$ cat src/rtl/fft_butterfly_r2.sv
// Radix-2 DIT butterfly: x = a + b*W, y = a - b*W.
// Streaming pipeline aligned to a 1-cycle registered twiddle ROM.
module fft_butterfly_r2 #(
   parameter int DATA_W = 16,
   parameter int WIDTH  = 10,
   parameter int N      = 8,
   parameter int SCALE  = 0
) (
   input  logic                     clk,
   input  logic                     rst_n,
   input  logic                     i_valid,
   input  logic signed [DATA_W-1:0] i_a_real,
   input  logic signed [DATA_W-1:0] i_a_imag,
   input  logic signed [DATA_W-1:0] i_b_real,
   input  logic signed [DATA_W-1:0] i_b_imag,
   input  logic [$clog2(N)-2:0]     i_tw_num,
   output logic [$clog2(N)-2:0]     o_tw_num,
   input  logic signed [WIDTH-1:0]  i_coef_real,
   input  logic signed [WIDTH-1:0]  i_coef_imag,
   input  logic                     i_clr_ovf,
   output logic                     o_valid,
   output logic signed [DATA_W-1:0] o_x_real,
   output logic signed [DATA_W-1:0] o_x_imag,
   output logic signed [DATA_W-1:0] o_y_real,
   output logic signed [DATA_W-1:0] o_y_imag,
   output logic                     o_ovf
);

   localparam int PW  = DATA_W + WIDTH;
   localparam int DW2 = DATA_W + 2;
   localparam logic signed [PW:0] RND = (PW+1)'(2**(WIDTH-3));
   localparam logic signed [DW2-1:0] MAXV = DW2'(2**(DATA_W-1) - 1);
   localparam logic signed [DW2-1:0] MINV = DW2'(-(2**(DATA_W-1)));

   logic v0, v1, v2, v3;
   logic signed [DATA_W-1:0] ar0, ai0, br0, bi0;
   logic signed [DATA_W-1:0] ar1, ai1, ar2, ai2;
   logic signed [PW-1:0] p_rr, p_ii, p_ri, p_ir;
   logic signed [DW2-1:0] tr2, ti2;
   logic signed [DW2-1:0] xr3, xi3, yr3, yi3;

   logic signed [PW:0] sr, si;
   logic signed [DW2-1:0] tr_n, ti_n;
   logic signed [DW2-1:0] xr_n, xi_n, yr_n, yi_n;
   logic ovf_n;

   function automatic logic signed [DATA_W-1:0] sat(
      input logic signed [DW2-1:0] v
   );
      if (v > MAXV) return DATA_W'(MAXV);
      else if (v < MINV) return DATA_W'(MINV);
      else return DATA_W'(v);
   endfunction

   function automatic logic ovr(input logic signed [DW2-1:0] v);
      return (v > MAXV) || (v < MINV);
   endfunction

   // the ROM registers the index, so W lines up with S0
   assign o_tw_num = i_tw_num;

   always_comb begin
      sr = (PW+1)'(p_rr) - (PW+1)'(p_ii) + RND;
      si = (PW+1)'(p_ri) + (PW+1)'(p_ir) + RND;
      tr_n = DW2'(sr >>> (WIDTH-2));
      ti_n = DW2'(si >>> (WIDTH-2));
      xr_n = DW2'(ar2) + tr2;
      xi_n = DW2'(ai2) + ti2;
      yr_n = DW2'(ar2) - tr2;
      yi_n = DW2'(ai2) - ti2;
      if (SCALE != 0) begin
         xr_n = xr_n >>> 1;
         xi_n = xi_n >>> 1;
         yr_n = yr_n >>> 1;
         yi_n = yi_n >>> 1;
      end
      ovf_n = ovr(xr3) | ovr(xi3) | ovr(yr3) | ovr(yi3);
   end

   always_ff @(posedge clk or negedge rst_n) begin
      if (!rst_n) begin
         v0 <= 1'b0; v1 <= 1'b0; v2 <= 1'b0; v3 <= 1'b0;
         ar0 <= '0; ai0 <= '0; br0 <= '0; bi0 <= '0;
         ar1 <= '0; ai1 <= '0; ar2 <= '0; ai2 <= '0;
         p_rr <= '0; p_ii <= '0; p_ri <= '0; p_ir <= '0;
         tr2 <= '0; ti2 <= '0;
         xr3 <= '0; xi3 <= '0; yr3 <= '0; yi3 <= '0;
         o_valid <= 1'b0;
         o_x_real <= '0; o_x_imag <= '0;
         o_y_real <= '0; o_y_imag <= '0;
         o_ovf <= 1'b0;
      end else begin
         v0 <= i_valid;
         if (i_valid) begin
            ar0 <= i_a_real; ai0 <= i_a_imag;
            br0 <= i_b_real; bi0 <= i_b_imag;
         end
         v1 <= v0;
         if (v0) begin
            p_rr <= PW'(br0) * PW'(i_coef_real);
            p_ii <= PW'(bi0) * PW'(i_coef_imag);
            p_ri <= PW'(br0) * PW'(i_coef_imag);
            p_ir <= PW'(bi0) * PW'(i_coef_real);
            ar1 <= ar0; ai1 <= ai0;
         end
         v2 <= v1;
         if (v1) begin
            tr2 <= tr_n; ti2 <= ti_n;
            ar2 <= ar1; ai2 <= ai1;
         end
         v3 <= v2;
         if (v2) begin
            xr3 <= xr_n; xi3 <= xi_n;
            yr3 <= yr_n; yi3 <= yi_n;
         end
         o_valid <= v3;
         if (v3) begin
            o_x_real <= sat(xr3); o_x_imag <= sat(xi3);
            o_y_real <= sat(yr3); o_y_imag <= sat(yi3);
         end
         if (v3 && ovf_n) o_ovf <= 1'b1;
         else if (i_clr_ovf) o_ovf <= 1'b0;
      end
   end

endmodule

$ cat config.mk
export PLATFORM = sky130hd
export DESIGN_NAME = fft_butterfly_r2
export DESIGN_NICKNAME = d
export VERILOG_FILES = /design/src/rtl/fft_butterfly_r2.sv
export SDC_FILE = /design/constraint.sdc
export NUM_CORES = 2
export LEC_CHECK = 0
export BUFFER_PORTS_ARGS = -buffer_cell sky130_fd_sc_hd__buf_2
export CORE_ASPECT_RATIO = 0.6
export CORE_UTILIZATION = 23
export CTS_CLUSTER_DIAMETER = 200
export DETAILED_ROUTE_END_ITERATION = 6
export PLACE_DENSITY_LB_ADDON = 0.2
export REMOVE_ABC_BUFFERS = 1
export SLEW_MARGIN = 20
export SYNTH_ARGS = -nofsm -noshare
export SYNTH_HDL_FRONTEND = slang
export SYNTH_SLANG_ARGS = --single-unit
$ cat constraint.sdc
create_clock -name clk -period 12.37 [get_ports clk]
set_clock_uncertainty 0.15 [all_clocks]
set_input_delay 0.6185 -clock clk [delete_from_list [all_inputs] [get_ports clk]]
set_output_delay 0.6185 -clock clk [all_outputs]
set_load 0.01 [all_outputs]
=== After elaboration in Yosys (flattened, before gate mapping) ===
Cells that the tools add are included.

* Output and inout port bits: 68
* Bits of input ports: 90
* ROM bits: 0
* RAM bits: 0
* Bits in latches: 0
* Memories kept: 0
* Flip-flop bits (word level): 410
* Word-level logic and storage cells: 67

* $add $sub $neg: 8
* Mux-type cells: 10
* Multiply operators: 4
* Shift-type cells: 0
* Reductions and logical operators: 6
* Bitwise logic cells: 3
* Div/mod/pow operators: 0
* Eq/ne operators: 0
* Order comparisons: 8

{| class="wikitable"
|+ Operators by type and width
! cell !! number
|-
| two-way mux 16 bit || 8
|-
| multiplier 16 x 10 -> 26 bit || 4
|-
| > comparator 18 x 16 -> 1 bit (second input constant) || 4
|-
| < comparator 18 x 16 -> 1 bit (second input constant) || 4
|-
| adder 26 x 9 -> 26 bit (second input constant) || 2
|-
| adder 16 x 18 -> 18 bit || 2
|-
| subtractor 16 x 18 -> 18 bit || 2
|-
| adder 26 bit || 1
|-
| subtractor 26 bit || 1
|-
| logical OR 1 bit || 4
|-
| bitwise OR 1 bit || 3
|-
| two-way mux 1 bit || 2
|-
| nonzero test 2 bit || 1
|-
| logical AND 1 bit || 1
|}

=== Depth between registers and ports, before layout ===
* Depth in word-level cells: 7
* Gate-level depth with buffers: 22
* Depth with buffers taken out: 21

=== Least setup slack after synthesis ===
Ideal clock, no wire load.

* Path type: input to register
* Start point: input i_coef_real[1]
* End point: register p_ir[25]
* Arrival: 5735 ps
* Path slack: 6360 ps
* Setup time: 125 ps
* Stages: 22
* Cell sequence: clkbuf_1 -> nand2_1 -> fa_1 -> inv_1 -> fa_1 -> inv_1 -> fa_1 -> inv_1 -> fa_1 -> inv_1 -> fa_1 -> inv_1 -> ha_1 -> o21a_1 -> o21a_1 -> o2111ai_1 -> o2111a_2 -> o31ai_2 -> or4_1 -> a31oi_1 -> xnor2_1 -> mux2_4

* Longest elaborated chain between the ends: 1

{| class="wikitable"
|+ Ends and longest elaborated chain
! item !! line !! source
|-
| from (decl) || 18 || <nowiki>input logic signed [WIDTH-1:0] i_coef_real,</nowiki>
|-
| multiplier 16 x 10 -> 26 bit || 103 || <nowiki>p_ir <= PW'(bi0) * PW'(i_coef_real);</nowiki>
|-
| to (signal assigned) || 103 ||
|-
| to (decl) || 38 || <nowiki>logic signed [PW-1:0] p_rr, p_ii, p_ri, p_ir;</nowiki>
|}

No other way between the ends.
A chain may end at the register's enable or synchronous reset.

=== Worst setup path in the final report ===
* Start point: input i_coef_imag[9]
* End point: register p_ri[25]

* Longest elaborated chain between the ends: 1

{| class="wikitable"
|+ Ends and longest elaborated chain
! item !! line !! source
|-
| from (decl) || 19 || <nowiki>input logic signed [WIDTH-1:0] i_coef_imag,</nowiki>
|-
| multiplier 16 x 10 -> 26 bit || 102 || <nowiki>p_ri <= PW'(br0) * PW'(i_coef_imag);</nowiki>
|-
| to (signal assigned) || 102 ||
|-
| to (decl) || 38 ||
|}

No other way between the ends.

==> impl_metrics.toml <==
[status]
outcome = "completed"

[cts]
cts_resized = 0
cts-buffers-inserted = 50
htreeDepth = 2
clock_path_buffers = 3
post_cts_buffers = 0
ctsHoldBuffers = 17
cts_tree = "done"
root_buffer = "clkbuf_16"
cts.clk_slew.worst_paths_ns = 0.06
clkLatencyLatePin_ns = 0.66
cts_sinks = 408

[placement]
dp_slack_ns = 5.00
placed_area_mm2 = 0.0487
port_buffers = 153
hpwl_mm = 102
gp_congestion = 0.827

[sta]
setup_tns_ns = 0
finalCriticalPeriod_ns = 6.70
finalHoldViolCount = 0
rsz0062_at_grt = "no"
report.final.slew_viol_count = 0
setup_slack_ns = 5.67
fmax_mhz = 149
setup_violations = 0
fin_hold_ws_ns = 0.0510
tightest_slew_ns = 1.08
min_period_over_period = 0.542
slew_headroom = 0.282

[synth]
synthArstFlopShare = 1.00
synth_area_leaders = "fa_1 25%, dfrtp_1 23%, ha_1 11%"
synth.most_common_cell = "inv_1"
synth_top_area_cell = "fa_1"
yosys.area.top_type_share = 0.249
synthesis.area_mm2 = 0.0451
synthDistinctLibCells = 73
synth-edff-count = 0
ys_warn_count = 0
avgSynthCellArea_um2 = 9.21
synthFlopType = "dfrtp_1"
synthCells = 4899
yosys-top-cells-count = "911 x inv_1, 588 x nand2_1, 560 x fa_1"
seq_area_frac_synth = 0.226
ys_ff_latch = 408

[floorplan]
die_w_um = 574
rows = 125
floorplan.core_area_mm2 = 0.194
dieArea_mm2 = 0.198
initial_utilization = 0.232
die_y_um = 345
ios = 158

[drt]
avgRoutedWirePerCell_um = 17.6
dr.pass1.iters = 5
dr_total_vias = 32400
wl_mm = 134
initialDrtViolationCount = 1666
via_per_inst = 4.27
ant_nets = 0
drc = 0

[finish]
layout.nets = 5997
finalInstanceArea_mm2 = 0.0507
area_growth_pct = 12.3
drive_gt1_frac = 0.109

[critical_path]
crit_path_max_fanout = 26
cp_common_cell = "fa_1"
critical_path_class = "in -> reg"
worst_path_largest_cell_delay_ns = 0.85
critPathArrivalTime_ns = 7.14
crit_path_cell_trace = "buf_2 > clkinv_1 > nor2_1 > fa_1 > fa_1 > fa_1 > fa_1 > inv_1 > fa_1 > inv_1 > ha_1 > and3_1 > a31oi_1 > o21ai_0 > o21ai_1 > a21oi_1 > o31ai_1 > a21boi_0 > or4_1 > nand3_1"
crit_slowest_cell = "clkinv_1"
required_ns = 12.81
critPathLaunchType = "input pin"
end_kind = "flop"

[grt]
grt_pass1_wl_mm = 209
grt_pass1_vias = 33500
grt_antenna_before_repair = 14
grt-ovfl-total = 0
grt_max_degree = 145
grtUsageTotal = 0.136

[worst_hold_path]
hp-class = "in -> reg"

[job]
drv_cap = 0
## worst paths after layout
kind / start / to / slack [ns] / cells after the start
worst min-delay path: i_a_real[2] / ar0[2] / 0.05 / 2
min in group asynchronous: rst_n / o_x_imag[12] / 0.48 / 2
worst min register to register: ai1[0] / ai2[0] / 0.32 / 2
max in group asynchronous: rst_n / p_rr[12] / 9.34 / 4
worst max-delay path: i_coef_imag[9] / p_ri[25] / 5.67 / 20
worst max register to register: bi0[5] / p_ii[25] / 5.71 / 21
## layout by cell type (no fill, tap or decap), types with 33 or more instances in the layout
cell	netlist	final
a21o_1	66	66
a21oi_1	144	144
a31oi_1	33	33
and2_1	223	223
buf_2	0	151
buf_4	2	62
clkbuf_16	0	51
dfrtp_1	408	400
fa_1	560	560
ha_1	406	406
inv_1	911	911
mux2_2	211	211
nand2_1	588	588
nand2b_1	36	36
nand3_1	40	40
nor2_1	297	297
nor3_1	36	36
o211ai_1	71	71
o21ai_0	167	167
xnor2_1	147	147
xor2_1	48	48
## stage by stage
step	std cells	utilization
4_1_cts	7586	0.261
3_5_place_dp	7475	0.251
6_report	7592	0.261
3_3_place_gp	7475	0.251
2_1_floorplan	4657	-
5_1_grt	7587	0.261
## sequential cells by signal (all words and copies together) (netlist names), 17 cells and up
register	flops
p_ri	26
p_ir	26
tr2	18
ti2	18
p_ii	26
xr3	18
p_rr	26
yr3	17
xi3	18
yi3	17
## worst max-delay path: cells and delay by family
| kind | cells | cell delay [ns] |
|---|---|---|
| AOI/OAI and AO/OA | 6 | 1.25 |
| adders and majority gates | 6 | 2.76 |
| buffers and inverters | 4 | 1.26 |
| and+or+nand+nor | 4 | 1.21 |
## layer usage
metal,wire length [um],track usage
met5,36,0
met4,1760,0.0201
met3,6270,0.0250
met2,53700,0.194
met1,72000,0.214
## cells by family after synthesis
logic type | count (synthesis) | share of synthesized area
multiplexers | 230 | 0.0570
AND/OR/NAND/NOR | 1312 | 0.132
AO/OA/AOI/OAI | 633 | 0.0896
buffers and inverters | 1155 | 0.0963
flip-flops | 408 | 0.226
adder cells (fa/ha/maj) | 966 | 0.361
XOR/XNOR | 195 | 0.0379
## area by class of cell
class | count | area, um2
sequential | 408 | 10200
multi-input combinational | 3336 | 30500
timing repair buffer | 232 | 1430
fill | 20900 | 143000
tap | 2603 | 3260
antenna | 6 | 15.0
clock buffer | 64 | 1410
inverter | 913 | 3430
clock inverter | 30 | 355
Power is not shown: default switching activity piles up to over one toggle a cycle in this logic, so the estimate is an artifact.
